<file path="src/rtl/cam_fill_ctrl_pkg.sv">
// Shared types and defaults for the CAM fill controller.
//   state_e  : controller states
//   cam_idx_t: CAM entry index for the default geometry
//   cam_wr_t : one CAM write (index, tag, data, valid)
package cam_fill_ctrl_pkg;

  localparam int unsigned CAM_WORDS  = 8;
  localparam int unsigned CAM_BITS   = 8;
  localparam int unsigned CAM_TAG_SZ = 8;
  localparam int unsigned CAM_IDX_W  = $clog2(CAM_WORDS);

  typedef logic [CAM_IDX_W-1:0] cam_idx_t;

  typedef enum logic [2:0] {
    IDLE,
    LOOKUP,
    MEM_REQ,
    FILL,
    RESP,
    FLUSH
  } state_e;

  typedef struct packed {
    cam_idx_t                addr;
    logic [CAM_TAG_SZ-1:0]   tag;
    logic [CAM_BITS-1:0]     data;
    logic                    valid;
  } cam_wr_t;

endpackage

</file>
<file path="src/rtl/cam_fill_ctrl_if.sv">
// Bundle of every non-clock/reset signal of the CAM fill controller.
//   master: the controller (accepts lookups, drives memory and CAM ports)
//   slave : the surroundings (requester, backing memory, CAM)
// Groups: request (req_*, flush), response (resp_*), status (busy),
// memory (mem_*), CAM read/check (cam_read, cam_check_tag, cam_found_it,
// cam_data), CAM write (cam_write_, cam_w_addr, cam_wdata, cam_new_tag,
// cam_new_valid).
interface cam_fill_ctrl_if #(
  parameter int unsigned WORDS     = 8,
  parameter int unsigned BITS      = 8,
  parameter int unsigned TAG_SZ    = 8,
  parameter int unsigned ADDR_LEFT = $clog2(WORDS) - 1
);

  logic              req_valid;
  logic              req_ready;
  logic [TAG_SZ-1:0] req_tag;
  logic              flush;
  logic              resp_valid;
  logic              resp_ready;
  logic [BITS-1:0]   resp_data;
  logic              resp_hit;
  logic              busy;
  logic              mem_req;
  logic [TAG_SZ-1:0] mem_tag;
  logic              mem_ack;
  logic [BITS-1:0]   mem_rdata;
  logic              cam_read;
  logic [TAG_SZ-1:0] cam_check_tag;
  logic              cam_found_it;
  logic [BITS-1:0]   cam_data;
  logic              cam_write_;
  logic [ADDR_LEFT:0] cam_w_addr;
  logic [BITS-1:0]   cam_wdata;
  logic [TAG_SZ-1:0] cam_new_tag;
  logic              cam_new_valid;

  modport master (
    input  req_valid, req_tag, flush, resp_ready, mem_ack, mem_rdata,
           cam_found_it, cam_data,
    output req_ready, resp_valid, resp_data, resp_hit, busy, mem_req, mem_tag,
           cam_read, cam_check_tag, cam_write_, cam_w_addr, cam_wdata,
           cam_new_tag, cam_new_valid
  );

  modport slave (
    output req_valid, req_tag, flush, resp_ready, mem_ack, mem_rdata,
           cam_found_it, cam_data,
    input  req_ready, resp_valid, resp_data, resp_hit, busy, mem_req, mem_tag,
           cam_read, cam_check_tag, cam_write_, cam_w_addr, cam_wdata,
           cam_new_tag, cam_new_valid
  );

endinterface

</file>
<file path="src/rtl/cam_fill_ctrl_victim_sel.sv">
// Victim slot chooser for CAM fills.
//   clk, rst_   : clock, async active-low reset
//   vld_map_i   : occupancy map of the CAM entries
//   advance_i   : a fill into a full cache happened; step the round-robin pointer
//   clr_i       : return the round-robin pointer to entry 0
//   victim_c_o  : lowest free entry, or the round-robin entry when full
module cam_fill_ctrl_victim_sel #(
  parameter int unsigned WORDS = 8
) (
  input  logic                       clk,
  input  logic                       rst_,
  input  logic [WORDS-1:0]           vld_map_i,
  input  logic                       advance_i,
  input  logic                       clr_i,
  output logic [$clog2(WORDS)-1:0]   victim_c_o
);

  localparam int unsigned IDX_W = $clog2(WORDS);

  logic [IDX_W-1:0] rr_q;
  logic [IDX_W-1:0] free_idx;
  logic             full;

  // Priority encoder: scanning downward leaves the lowest clear bit last.
  always_comb begin
    free_idx = '0;
    for (int i = WORDS - 1; i >= 0; i--) begin
      if (!vld_map_i[IDX_W'(i)]) free_idx = IDX_W'(i);
    end
  end

  assign full       = &vld_map_i;
  assign victim_c_o = full ? rr_q : free_idx;

  // Round-robin pointer; WORDS is a power of two so the add wraps naturally.
  always_ff @(posedge clk or negedge rst_) begin
    if (!rst_)          rr_q <= '0;
    else if (clr_i)     rr_q <= '0;
    else if (advance_i) rr_q <= IDX_W'(rr_q + 1'b1);
  end

endmodule

</file>
<file path="src/rtl/cam_fill_ctrl.sv">
// Request-side controller in front of the tag/data CAM: looks tags up,
// fills misses from backing memory into a victim slot, returns responses,
// and walks every entry invalid on a flush.
//   clk, rst_ : clock, async active-low reset
//   bus       : cam_fill_ctrl_if.master (request, response, busy, memory,
//               CAM read/check and CAM write groups)
module cam_fill_ctrl
  import cam_fill_ctrl_pkg::*;
#(
  parameter int unsigned WORDS     = CAM_WORDS,
  parameter int unsigned BITS      = CAM_BITS,
  parameter int unsigned TAG_SZ    = CAM_TAG_SZ,
  parameter int unsigned ADDR_LEFT = $clog2(WORDS) - 1
) (
  input  logic             clk,
  input  logic             rst_,
  cam_fill_ctrl_if.master  bus
);

  localparam int unsigned IDX_W = ADDR_LEFT + 1;

  state_e             state_q, state_d;
  logic [TAG_SZ-1:0]  tag_q, tag_d;
  logic [WORDS-1:0]   vld_map_q, vld_map_d;
  logic [IDX_W-1:0]   fcnt_q, fcnt_d;
  logic [IDX_W-1:0]   victim;
  logic               advance;
  logic               rr_clr;

  logic               resp_valid_q, resp_valid_d;
  logic [BITS-1:0]    resp_data_q, resp_data_d;
  logic               resp_hit_q, resp_hit_d;
  logic               busy_q, busy_d;
  logic               mem_req_q, mem_req_d;
  logic [TAG_SZ-1:0]  mem_tag_q, mem_tag_d;
  logic               cam_read_q, cam_read_d;
  logic [TAG_SZ-1:0]  cam_check_tag_q, cam_check_tag_d;
  logic               cam_write_n_q, cam_write_n_d;
  logic [IDX_W-1:0]   cam_w_addr_q, cam_w_addr_d;
  logic [BITS-1:0]    cam_wdata_q, cam_wdata_d;
  logic [TAG_SZ-1:0]  cam_new_tag_q, cam_new_tag_d;
  logic               cam_new_valid_q, cam_new_valid_d;

  cam_fill_ctrl_victim_sel #(.WORDS(WORDS)) u_victim_sel (
    .clk        (clk),
    .rst_       (rst_),
    .vld_map_i  (vld_map_q),
    .advance_i  (advance),
    .clr_i      (rr_clr),
    .victim_c_o (victim)
  );

  // State register.
  always_ff @(posedge clk or negedge rst_) begin
    if (!rst_) state_q <= IDLE;
    else       state_q <= state_d;
  end

  // Next state; every output register is loaded with the value it must show
  // in the state being entered, so outputs line up with the state.
  always_comb begin
    state_d         = state_q;
    tag_d           = tag_q;
    vld_map_d       = vld_map_q;
    fcnt_d          = fcnt_q;
    advance         = 1'b0;
    rr_clr          = 1'b0;
    resp_valid_d    = resp_valid_q;
    resp_data_d     = resp_data_q;
    resp_hit_d      = resp_hit_q;
    mem_req_d       = 1'b0;
    mem_tag_d       = mem_tag_q;
    cam_read_d      = 1'b0;
    cam_check_tag_d = cam_check_tag_q;
    cam_write_n_d   = 1'b1;
    cam_w_addr_d    = cam_w_addr_q;
    cam_wdata_d     = cam_wdata_q;
    cam_new_tag_d   = cam_new_tag_q;
    cam_new_valid_d = cam_new_valid_q;

    case (state_q)
      IDLE: begin
        // Flush wins over a simultaneous request; first walk write is entry 0.
        if (bus.flush) begin
          state_d         = FLUSH;
          fcnt_d          = '0;
          cam_write_n_d   = 1'b0;
          cam_w_addr_d    = '0;
          cam_wdata_d     = '0;
          cam_new_tag_d   = '0;
          cam_new_valid_d = 1'b0;
        end else if (bus.req_valid) begin
          state_d         = LOOKUP;
          tag_d           = bus.req_tag;
          cam_read_d      = 1'b1;
          cam_check_tag_d = bus.req_tag;
        end
      end
      LOOKUP: begin
        if (bus.cam_found_it) begin
          state_d      = RESP;
          resp_valid_d = 1'b1;
          resp_data_d  = bus.cam_data;
          resp_hit_d   = 1'b1;
        end else begin
          state_d   = MEM_REQ;
          mem_req_d = 1'b1;
          mem_tag_d = tag_q;
        end
      end
      MEM_REQ: begin
        if (bus.mem_ack) begin
          state_d          = FILL;
          cam_write_n_d    = 1'b0;
          cam_w_addr_d     = victim;
          cam_wdata_d      = bus.mem_rdata;
          cam_new_tag_d    = tag_q;
          cam_new_valid_d  = 1'b1;
          vld_map_d[victim] = 1'b1;
          advance          = &vld_map_q;
        end else begin
          mem_req_d = 1'b1;
        end
      end
      FILL: begin
        state_d      = RESP;
        resp_valid_d = 1'b1;
        resp_data_d  = cam_wdata_q;
        resp_hit_d   = 1'b0;
      end
      RESP: begin
        if (bus.resp_ready) begin
          state_d      = IDLE;
          resp_valid_d = 1'b0;
        end
      end
      FLUSH: begin
        if (fcnt_q == IDX_W'(WORDS - 1)) begin
          state_d   = IDLE;
          vld_map_d = '0;
          rr_clr    = 1'b1;
        end else begin
          fcnt_d        = IDX_W'(fcnt_q + 1'b1);
          cam_write_n_d = 1'b0;
          cam_w_addr_d  = IDX_W'(fcnt_q + 1'b1);
        end
      end
      default: state_d = IDLE;
    endcase

    busy_d = (state_d != IDLE);
  end

  // Datapath and output registers.
  always_ff @(posedge clk or negedge rst_) begin
    if (!rst_) begin
      tag_q           <= '0;
      vld_map_q       <= '0;
      fcnt_q          <= '0;
      resp_valid_q    <= 1'b0;
      resp_data_q     <= '0;
      resp_hit_q      <= 1'b0;
      busy_q          <= 1'b0;
      mem_req_q       <= 1'b0;
      mem_tag_q       <= '0;
      cam_read_q      <= 1'b0;
      cam_check_tag_q <= '0;
      cam_write_n_q   <= 1'b1;
      cam_w_addr_q    <= '0;
      cam_wdata_q     <= '0;
      cam_new_tag_q   <= '0;
      cam_new_valid_q <= 1'b0;
    end else begin
      tag_q           <= tag_d;
      vld_map_q       <= vld_map_d;
      fcnt_q          <= fcnt_d;
      resp_valid_q    <= resp_valid_d;
      resp_data_q     <= resp_data_d;
      resp_hit_q      <= resp_hit_d;
      busy_q          <= busy_d;
      mem_req_q       <= mem_req_d;
      mem_tag_q       <= mem_tag_d;
      cam_read_q      <= cam_read_d;
      cam_check_tag_q <= cam_check_tag_d;
      cam_write_n_q   <= cam_write_n_d;
      cam_w_addr_q    <= cam_w_addr_d;
      cam_wdata_q     <= cam_wdata_d;
      cam_new_tag_q   <= cam_new_tag_d;
      cam_new_valid_q <= cam_new_valid_d;
    end
  end

  // Ready must drop in the same cycle flush is raised, hence the live gate.
  assign bus.req_ready     = (state_q == IDLE) && !bus.flush;
  assign bus.resp_valid    = resp_valid_q;
  assign bus.resp_data     = resp_data_q;
  assign bus.resp_hit      = resp_hit_q;
  assign bus.busy          = busy_q;
  assign bus.mem_req       = mem_req_q;
  assign bus.mem_tag       = mem_tag_q;
  assign bus.cam_read      = cam_read_q;
  assign bus.cam_check_tag = cam_check_tag_q;
  assign bus.cam_write_    = cam_write_n_q;
  assign bus.cam_w_addr    = cam_w_addr_q;
  assign bus.cam_wdata     = cam_wdata_q;
  assign bus.cam_new_tag   = cam_new_tag_q;
  assign bus.cam_new_valid = cam_new_valid_q;

endmodule

</file>
<file path="src/flat_wrapper.sv">
// flat-port wrapper written by rule: the top's interface ports become plain ports
module cam_fill_ctrl_flat import cam_fill_ctrl_pkg::*;
#(
  parameter int unsigned WORDS     = CAM_WORDS,
  parameter int unsigned BITS      = CAM_BITS,
  parameter int unsigned TAG_SZ    = CAM_TAG_SZ,
  parameter int unsigned ADDR_LEFT = $clog2(WORDS) - 1
)
  (clk, rst_, bus_req_valid, bus_req_tag, bus_flush, bus_resp_ready, bus_mem_ack, bus_mem_rdata, bus_cam_found_it, bus_cam_data, bus_req_ready, bus_resp_valid, bus_resp_data, bus_resp_hit, bus_busy, bus_mem_req, bus_mem_tag, bus_cam_read, bus_cam_check_tag, bus_cam_write_, bus_cam_w_addr, bus_cam_wdata, bus_cam_new_tag, bus_cam_new_valid);
  cam_fill_ctrl_if #(.WORDS(WORDS), .BITS(BITS), .TAG_SZ(TAG_SZ), .ADDR_LEFT(ADDR_LEFT)) bus_i ();
  input  logic clk;
  input  logic rst_;
  input wire logic [$bits(bus_i.req_valid)-1:0] bus_req_valid;
  input wire logic [$bits(bus_i.req_tag)-1:0] bus_req_tag;
  input wire logic [$bits(bus_i.flush)-1:0] bus_flush;
  input wire logic [$bits(bus_i.resp_ready)-1:0] bus_resp_ready;
  input wire logic [$bits(bus_i.mem_ack)-1:0] bus_mem_ack;
  input wire logic [$bits(bus_i.mem_rdata)-1:0] bus_mem_rdata;
  input wire logic [$bits(bus_i.cam_found_it)-1:0] bus_cam_found_it;
  input wire logic [$bits(bus_i.cam_data)-1:0] bus_cam_data;
  output wire logic [$bits(bus_i.req_ready)-1:0] bus_req_ready;
  output wire logic [$bits(bus_i.resp_valid)-1:0] bus_resp_valid;
  output wire logic [$bits(bus_i.resp_data)-1:0] bus_resp_data;
  output wire logic [$bits(bus_i.resp_hit)-1:0] bus_resp_hit;
  output wire logic [$bits(bus_i.busy)-1:0] bus_busy;
  output wire logic [$bits(bus_i.mem_req)-1:0] bus_mem_req;
  output wire logic [$bits(bus_i.mem_tag)-1:0] bus_mem_tag;
  output wire logic [$bits(bus_i.cam_read)-1:0] bus_cam_read;
  output wire logic [$bits(bus_i.cam_check_tag)-1:0] bus_cam_check_tag;
  output wire logic [$bits(bus_i.cam_write_)-1:0] bus_cam_write_;
  output wire logic [$bits(bus_i.cam_w_addr)-1:0] bus_cam_w_addr;
  output wire logic [$bits(bus_i.cam_wdata)-1:0] bus_cam_wdata;
  output wire logic [$bits(bus_i.cam_new_tag)-1:0] bus_cam_new_tag;
  output wire logic [$bits(bus_i.cam_new_valid)-1:0] bus_cam_new_valid;
  assign bus_i.req_valid = bus_req_valid;
  assign bus_i.req_tag = bus_req_tag;
  assign bus_i.flush = bus_flush;
  assign bus_i.resp_ready = bus_resp_ready;
  assign bus_i.mem_ack = bus_mem_ack;
  assign bus_i.mem_rdata = bus_mem_rdata;
  assign bus_i.cam_found_it = bus_cam_found_it;
  assign bus_i.cam_data = bus_cam_data;
  assign bus_req_ready = bus_i.req_ready;
  assign bus_resp_valid = bus_i.resp_valid;
  assign bus_resp_data = bus_i.resp_data;
  assign bus_resp_hit = bus_i.resp_hit;
  assign bus_busy = bus_i.busy;
  assign bus_mem_req = bus_i.mem_req;
  assign bus_mem_tag = bus_i.mem_tag;
  assign bus_cam_read = bus_i.cam_read;
  assign bus_cam_check_tag = bus_i.cam_check_tag;
  assign bus_cam_write_ = bus_i.cam_write_;
  assign bus_cam_w_addr = bus_i.cam_w_addr;
  assign bus_cam_wdata = bus_i.cam_wdata;
  assign bus_cam_new_tag = bus_i.cam_new_tag;
  assign bus_cam_new_valid = bus_i.cam_new_valid;
  cam_fill_ctrl #(.WORDS(WORDS), .BITS(BITS), .TAG_SZ(TAG_SZ), .ADDR_LEFT(ADDR_LEFT)) u_core (.clk(clk), .rst_(rst_), .bus(bus_i));
endmodule
</file>
<file path="config.mk">
export PLATFORM = sky130hd
export DESIGN_NAME = cam_fill_ctrl_flat
export DESIGN_NICKNAME = d
export VERILOG_FILES = /design/src/rtl/cam_fill_ctrl_pkg.sv /design/src/rtl/cam_fill_ctrl_if.sv /design/src/rtl/cam_fill_ctrl_victim_sel.sv /design/src/rtl/cam_fill_ctrl.sv /design/src/flat_wrapper.sv
export SDC_FILE = /design/constraint.sdc
export NUM_CORES = 1
export LEC_CHECK = 0
export BUFFER_PORTS_ARGS = -buffer_cell sky130_fd_sc_hd__buf_2
export CORE_ASPECT_RATIO = 0.7
export CORE_UTILIZATION = 52
export CTS_CLUSTER_SIZE = 20
export DETAILED_ROUTE_END_ITERATION = 7
export GPL_TIMING_DRIVEN = 0
export PLACE_DENSITY = 0.8
export SETUP_SLACK_MARGIN = 0.05
export SLEW_MARGIN = 20
export SYNTH_ARGS = -nofsm -noshare
export SYNTH_HDL_FRONTEND = slang
export SYNTH_HIERARCHICAL = 1
export SYNTH_SLANG_ARGS = --single-unit
export TNS_END_PERCENT = 20
</file>
<file path="constraint.sdc">
create_clock -name clk -period 2.35 [get_ports clk]
set_clock_uncertainty 0.05 [all_clocks]
set_input_delay 0 -clock clk [delete_from_list [all_inputs] [get_ports clk]]
set_output_delay 0 -clock clk [all_outputs]
set_load 0.05 [all_outputs]
</file>
# After elaboration in Yosys (flattened, before gate mapping)
# Index checks and enable logic that the tools add are counted.
[totals]
input_bits = 31
out_inout_bits = 51
elab_cells = 107
reg_bits = 67
[op_classes]
n_reduce_logical = 21
add_sub_neg = 2
n_mux = 50
bitwise_logic = 3
magnitude_cmp = 2
eq_ne = 12
[op_table]
columns = ["op", "count"]
rows = [
  ["8-bit one-hot mux with 2 select lines", 4],
  ["3-bit 2-to-1 mux", 16],
  ["8-bit 2-to-1 mux", 6],
  ["3-bit one-hot mux with 6 select lines", 1],
  ["1-bit 2-to-1 mux", 15],
  ["3-bit AND reduction", 5],
  ["2-bit != test (second input constant)", 5],
  ["2-bit nonzero test", 5],
  ["3-bit == test (second input constant)", 3],
  ["3-bit one-hot mux with 3 select lines", 1],
  ["3-bit nonzero test", 3],
  ["8-bit OR", 1],
  ["8-bit AND reduction", 1],
  ["3-bit by 1-bit adder with 3-bit output (second input constant)", 2],
  ["3-bit by 2-bit == test with 1-bit output (second input constant)", 2],
  ["1-bit one-hot mux with 2 select lines", 3],
  ["1-bit one-hot mux with 3 select lines", 2],
  ["3-bit one-hot mux with 2 select lines", 1],
  ["3-bit by 4-bit < comparator with 1-bit output (second input constant)", 1],
  ["2-bit AND reduction", 2],
  ["4-bit AND reduction", 1],
  ["1-bit demux with 3-bit select", 1],
  ["3-bit by 1-bit == test with 1-bit output (second input constant)", 1],
  ["3-bit by 1-bit >= comparator with 1-bit output (second input constant)", 1],
  ["5 further kinds", 7],
]

# Depth between registers and ports, before layout
[logic_depth]
ltp_word = 12
depth_mapped = 6
ltp_nobuf = 5

# Modules after synthesis
# Netlist, hierarchy kept.
[by_module_without_submodules]
columns = ["module", "cells_per_inst", "instances", "area_per_inst_um2", "seq_area_each_um2"]
rows = [
  ["cam_fill_ctrl", 215, 1, 2745.1, 1602.8],
  ["cam_fill_ctrl_victim_sel", 20, 1, 195.2, 75.1],
]

# Worst setup path before layout
# Ideal clock, no wire load.
[synth_timing]
path_type = "flip-flop to flip-flop"
start = "register u_core.state_q[1]"
end = "register u_core.cam_check_tag_q[0], in the netlist u_core/bus.cam_check_tag[0]"
path_stages_with_launch = 5
setup_ps = 125
path_slack_ps = 387
required_ps = 2175
path_buffers = 1
period_less_slack_ps = 1963
arrival_ps = 1788
path_cell_list = "dfrtp_1 -> buf_2 -> nor4_4 -> nand2_2 -> mux2_2"
[synth_between]
elab_chain_len = 2
[synth_rtl]
columns = ["item", "line", "source"]
rows = [
  ["start: declaration", "cam_fill_ctrl.sv:22", "state_e state_q, state_d;"],
  ["start signal: assignment", "cam_fill_ctrl.sv:56", "else state_q <= state_d;"],
  ["3-bit logical NOT", "cam_fill_ctrl.sv:81", "case (state_q)"],
  ["3-bit AND reduction (no line)", "-", ""],
  ["end signal: assignment", "cam_fill_ctrl.sv:184", "cam_check_tag_q <= cam_check_tag_d;"],
  ["end: declaration", "cam_fill_ctrl.sv:37", "logic [TAG_SZ-1:0] cam_check_tag_q, cam_check_tag_d;"],
]
# No other way between the ends.
# A chain may end at the register's enable or synchronous reset.

# Worst setup path in the final report
[layout_timing]
start = "register u_core.state_q[0]"
end = "register u_core.u_victim_sel.rr_q[1]"
[layout_between]
elab_chain_len = 3
elab_cells_between_ends = 6
cone_classes = "eq/ne (2); mux (3); reduce/logical (1)"
[layout_rtl]
columns = ["item", "line", "source"]
rows = [
  ["3-bit by 2-bit == test with 1-bit output", "cam_fill_ctrl.sv:81", ""],
  ["1-bit 2-to-1 mux", "cam_fill_ctrl.sv:81", ""],
  ["via u_core.advance", "cam_fill_ctrl.sv:27", "logic advance;"],
  ["2-bit nonzero test (no line)", "-", ""],
  ["end signal: assignment", "cam_fill_ctrl_victim_sel.sv:39", "else if (advance_i) rr_q <= IDX_W'(rr_q + 1'b1);"],
  ["end: declaration", "cam_fill_ctrl_victim_sel.sv:20", "logic [IDX_W-1:0] rr_q;"],
]
# The timed path passes the listed nets, and every way through them passes these cells.

==> impl_metrics.sql <==
INSERT INTO impl_metrics (metric_group, metric, value, unit) VALUES
('drt', 'drt_pre_antenna_iters', '5', ''),
('global_route', 'number_of_antenna_violations_at_the_first_check_in_global_routing', '0', ''),
('finish', 'finish.net_count', '391', ''),
('drt', 'route.detailed.vias_per_inst', '5.38', ''),
('run_status', 'run_status', 'complete, no violations', ''),
('global_route', 'grt_max_degree', '53', ''),
('global_route', 'global_route.usage.total', '0.243', ''),
('power', 'sw_frac_of_total', '0.471', ''),
('timing', 'maxClockFrequency', '478', 'MHz'),
('synth', 'asyncSetResetFlopFracSynth', '1.00', ''),
('die', 'cell_rows', '22', ''),
('timing', 'hold_violations', '0', ''),
('clock_network', 'cts-htree-levels', '3', ''),
('finish', 'antenna_cells_inserted', '0', ''),
('power', 'powerDensity', '1480', 'nW/um^2'),
('critical_path', 'critical_path_class', 'reg2reg', ''),
('timing', 'final_period_demand_of_the_worst_path', '2.09', 'ns'),
('critical_path', 'rr_endpoint', 'u_core/u_victim_sel/rr_q[1]', ''),
('die', 'io_pins', '82', ''),
('finish', 'nFillCells', '367', ''),
('synth', 'synth_xor_xnor_area_share', '0.00298', ''),
('power', 'comb_power_share', '0.498', ''),
('synth', 'synth_area', '2940', 'sq um'),
('drt', 'drc_errors', '0', ''),
('finish', 'multi_input_comb_area', '1170', 'sq um'),
('synth', 'synth.ff_latch_count', '67', ''),
('drt', 'detailedRoute.firstIterationViolations', '245', ''),
('synth', 'synthSimpleGateAreaFrac', '0.117', ''),
('critical_path', 'worst_r2r_path_depth', '6', ''),
('drt', 'antenna_left', '0', ''),
('clock_network', 'clk_pin_slew_worst_paths', '0.07', 'ns'),
('finish', 'layout.area.seq', '1680', 'sq um'),
('die', 'design.core.area', '5340', 'sq um'),
('synth', 'synth.yosys.warnings', '6', ''),
('timing', 'timing_max_transition_violations_final', '0', ''),
('clock_network', 'post-cts-setup-buffer-count', '0', ''),
('global_route', 'grt.overflow.total', '0', ''),
('clock_network', 'tritoncts', 'yes', ''),
('synth', 'synth.net_count', '270', ''),
('synth', 'synth.avg_cell_area', '12.5', 'sq um'),
('timing', 'grt_setup_unrepaired', 'no', ''),
('finish', 'layout.cell_area.non_filler', '3980', 'sq um'),
('critical_path', 'worstReg2RegStart', 'u_core/state_q[0]', ''),
('critical_path', 'worst_ep_arrival_time', '2.27', 'ns'),
('timing', 'layout_worst_path_cycle_share', '0.891', ''),
('place', 'placement.cell_area', '3470', 'sq um'),
('job', 'max-cap-violations', '0', ''),
('synth', 'synth_adder_area_share', '0.0170', ''),
('critical_path', 'critical_path.startpoint_type', 'register', ''),
('drt', 'totalWireLength', '6630', 'um'),
('drt', 'dr_total_vias', '2329', ''),
('timing', 'final-setup-viol-count', '0', ''),
('power', 'cell_internal_pwr', '3.10', 'mW'),
('power', 'share_seq_of_total_power', '0.320', ''),
('synth', 'synth_top_flop_cell', 'dfrtp_1', ''),
('place', 'port_buffers', '81', ''),
('place', 'hpwl_detailed', '4440', 'um'),
('die', 'floorplan.die_area', '5960', 'sq um'),
('synth', 'synth-edff-count', '0', ''),
('finish', 'synthToLayoutAreaGrowth', '35.3', '%'),
('timing', 'setup_total_negative_slack', '0', 'ns'),
('critical_path', 'crit_path_end_kind', 'register', ''),
('clock_network', 'cts_sinks', '67', ''),
('power', 'share_clk_of_total_power', '0.182', ''),
('clock_network', 'worst_skew_pair.late_latency', '0.34', 'ns'),
('global_route', 'grt_pass1_wl', '11000', 'um'),
('synth', 'largest_family_of_logic_cells_by_synthesized_area', 'compound AO/OA/AOI/OAI gates', ''),
('synth', 'yosysUniqueCellTypes', '46', ''),
('timing', 'tightestPinTransition', '0.714', 'ns'),
('critical_path', 'r2r_slack', '0.26', 'ns'),
('synth', 'synth_compound_gate_area_share', '0.139', '');
[worst max path at each step]
stage / from / to / slack [ns] / cells after the start
2_1_floorplan: u_core/state_q[1] / u_core/bus.cam_check_tag[0] / 0.39 / 4
3_3_place_gp: u_core/state_q[0] / u_core/u_victim_sel/rr_q[1] / 0.20 / 6
3_5_place_dp: u_core/state_q[0] / u_core/u_victim_sel/rr_q[1] / 0.09 / 6
4_1_cts: u_core/state_q[0] / u_core/u_victim_sel/rr_q[1] / 0.07 / 6
5_1_grt: u_core/state_q[0] / u_core/u_victim_sel/rr_q[1] / 0.11 / 6
6_report: u_core/state_q[0] / u_core/u_victim_sel/rr_q[1] / 0.26 / 6
[worst max-delay path: stages (launching register included)]
cell,delay [ns]
dfrtp_1,0.48
buf_4,0.22
nor3b_2,0.37
nand2_1,0.19
nor3_2,0.39
mux2i_1,0.23
nor2_1,0.05
[power by group through the flow]
stage / Combinational (mW) / Clock, mW / Sequential (mW)
floorplan: 0.946 / 0 / 3.14
global placement: 2.83 / 0 / 1.87
global route: 3.07 / 1.15 / 1.94
finish: 2.92 / 1.07 / 1.88
detailed placement: 2.88 / 0 / 1.89
CTS: 2.92 / 1.09 / 1.87
[metal layers]
metal  wire (um)  track usage  part of all wire
met1        3030        0.326              0.46
met2        3070        0.375              0.46
met3         455       0.0810             0.069
met4          68       0.0781             0.010
met5           0            0                 0
[flip-flops by register name, indices dropped and copies added (netlist names), 3 cells and up]
name	count
u_core/bus.cam_check_tag	8
u_core/bus.cam_new_tag	8
u_core/bus.cam_w_addr	3
u_core/bus.cam_wdata	8
u_core/bus.mem_tag	8
u_core/bus.resp_data	8
u_core/fcnt_q	3
u_core/state_q	3
u_core/u_victim_sel/rr_q	3
u_core/vld_map_q	8
[cell families after synthesis]
group           count (synthesis)
compound gates                 54
xor+xnor                        1
fa+ha+maj                       4
buf+inv                        20
flops                          67
mux                            33
simple gates                   56
[timing repair]
| action | 4_1_cts | 5_1_grt |
|---|---|---|
| hold endpoints to repair | 98 | 0 |
| setup endpoints to repair | 0 | 3 |
| resized for setup | 0 | 1 |
| hold buffers | 28 | 0 |
[per-stage QoR]
step | std cells | util | setup slack, ns | hold WS [ns] | power [mW]
6_report | 433 | 0.745 | 0.256 | 0.00970 | 5.87
2_1_floorplan | 235 | - | 0.387 | -0.346 | 4.09
5_1_grt | 433 | 0.745 | 0.109 | 0.0162 | 6.16
4_1_cts | 433 | 0.744 | 0.0653 | 0.00118 | 5.88
3_5_place_dp | 389 | 0.649 | 0.0891 | -0.167 | 4.77
3_3_place_gp | 388 | 0.643 | 0.202 | 0.168 | 4.70
[synthesized netlist by cell type, drive strengths merged (3+ instances only)]
cell    instances  share of area
dfrtp          66           0.56
mux2           22          0.084
nor2           22          0.028
a22o           18          0.054
a21oi          13          0.023
buf            11          0.020
mux2i          11          0.037
inv             8          0.010
a31oi           6          0.013
nand2           6         0.0094
nand3b          5          0.013
ha              4          0.017
nand4           3         0.0064
nor2b           3         0.0064
[cell type report]
type,count,share of cell area
flip-flops and latches,67,0.422
multi-input cells,148,0.295
repair buffers,110,0.180
clock buffers,12,0.0390
well taps,72,0.0226
clock inverters,4,0.0182
plain buffers,12,0.0160
inverters,8,0.00755
Power figures use the tool's default switching activity.
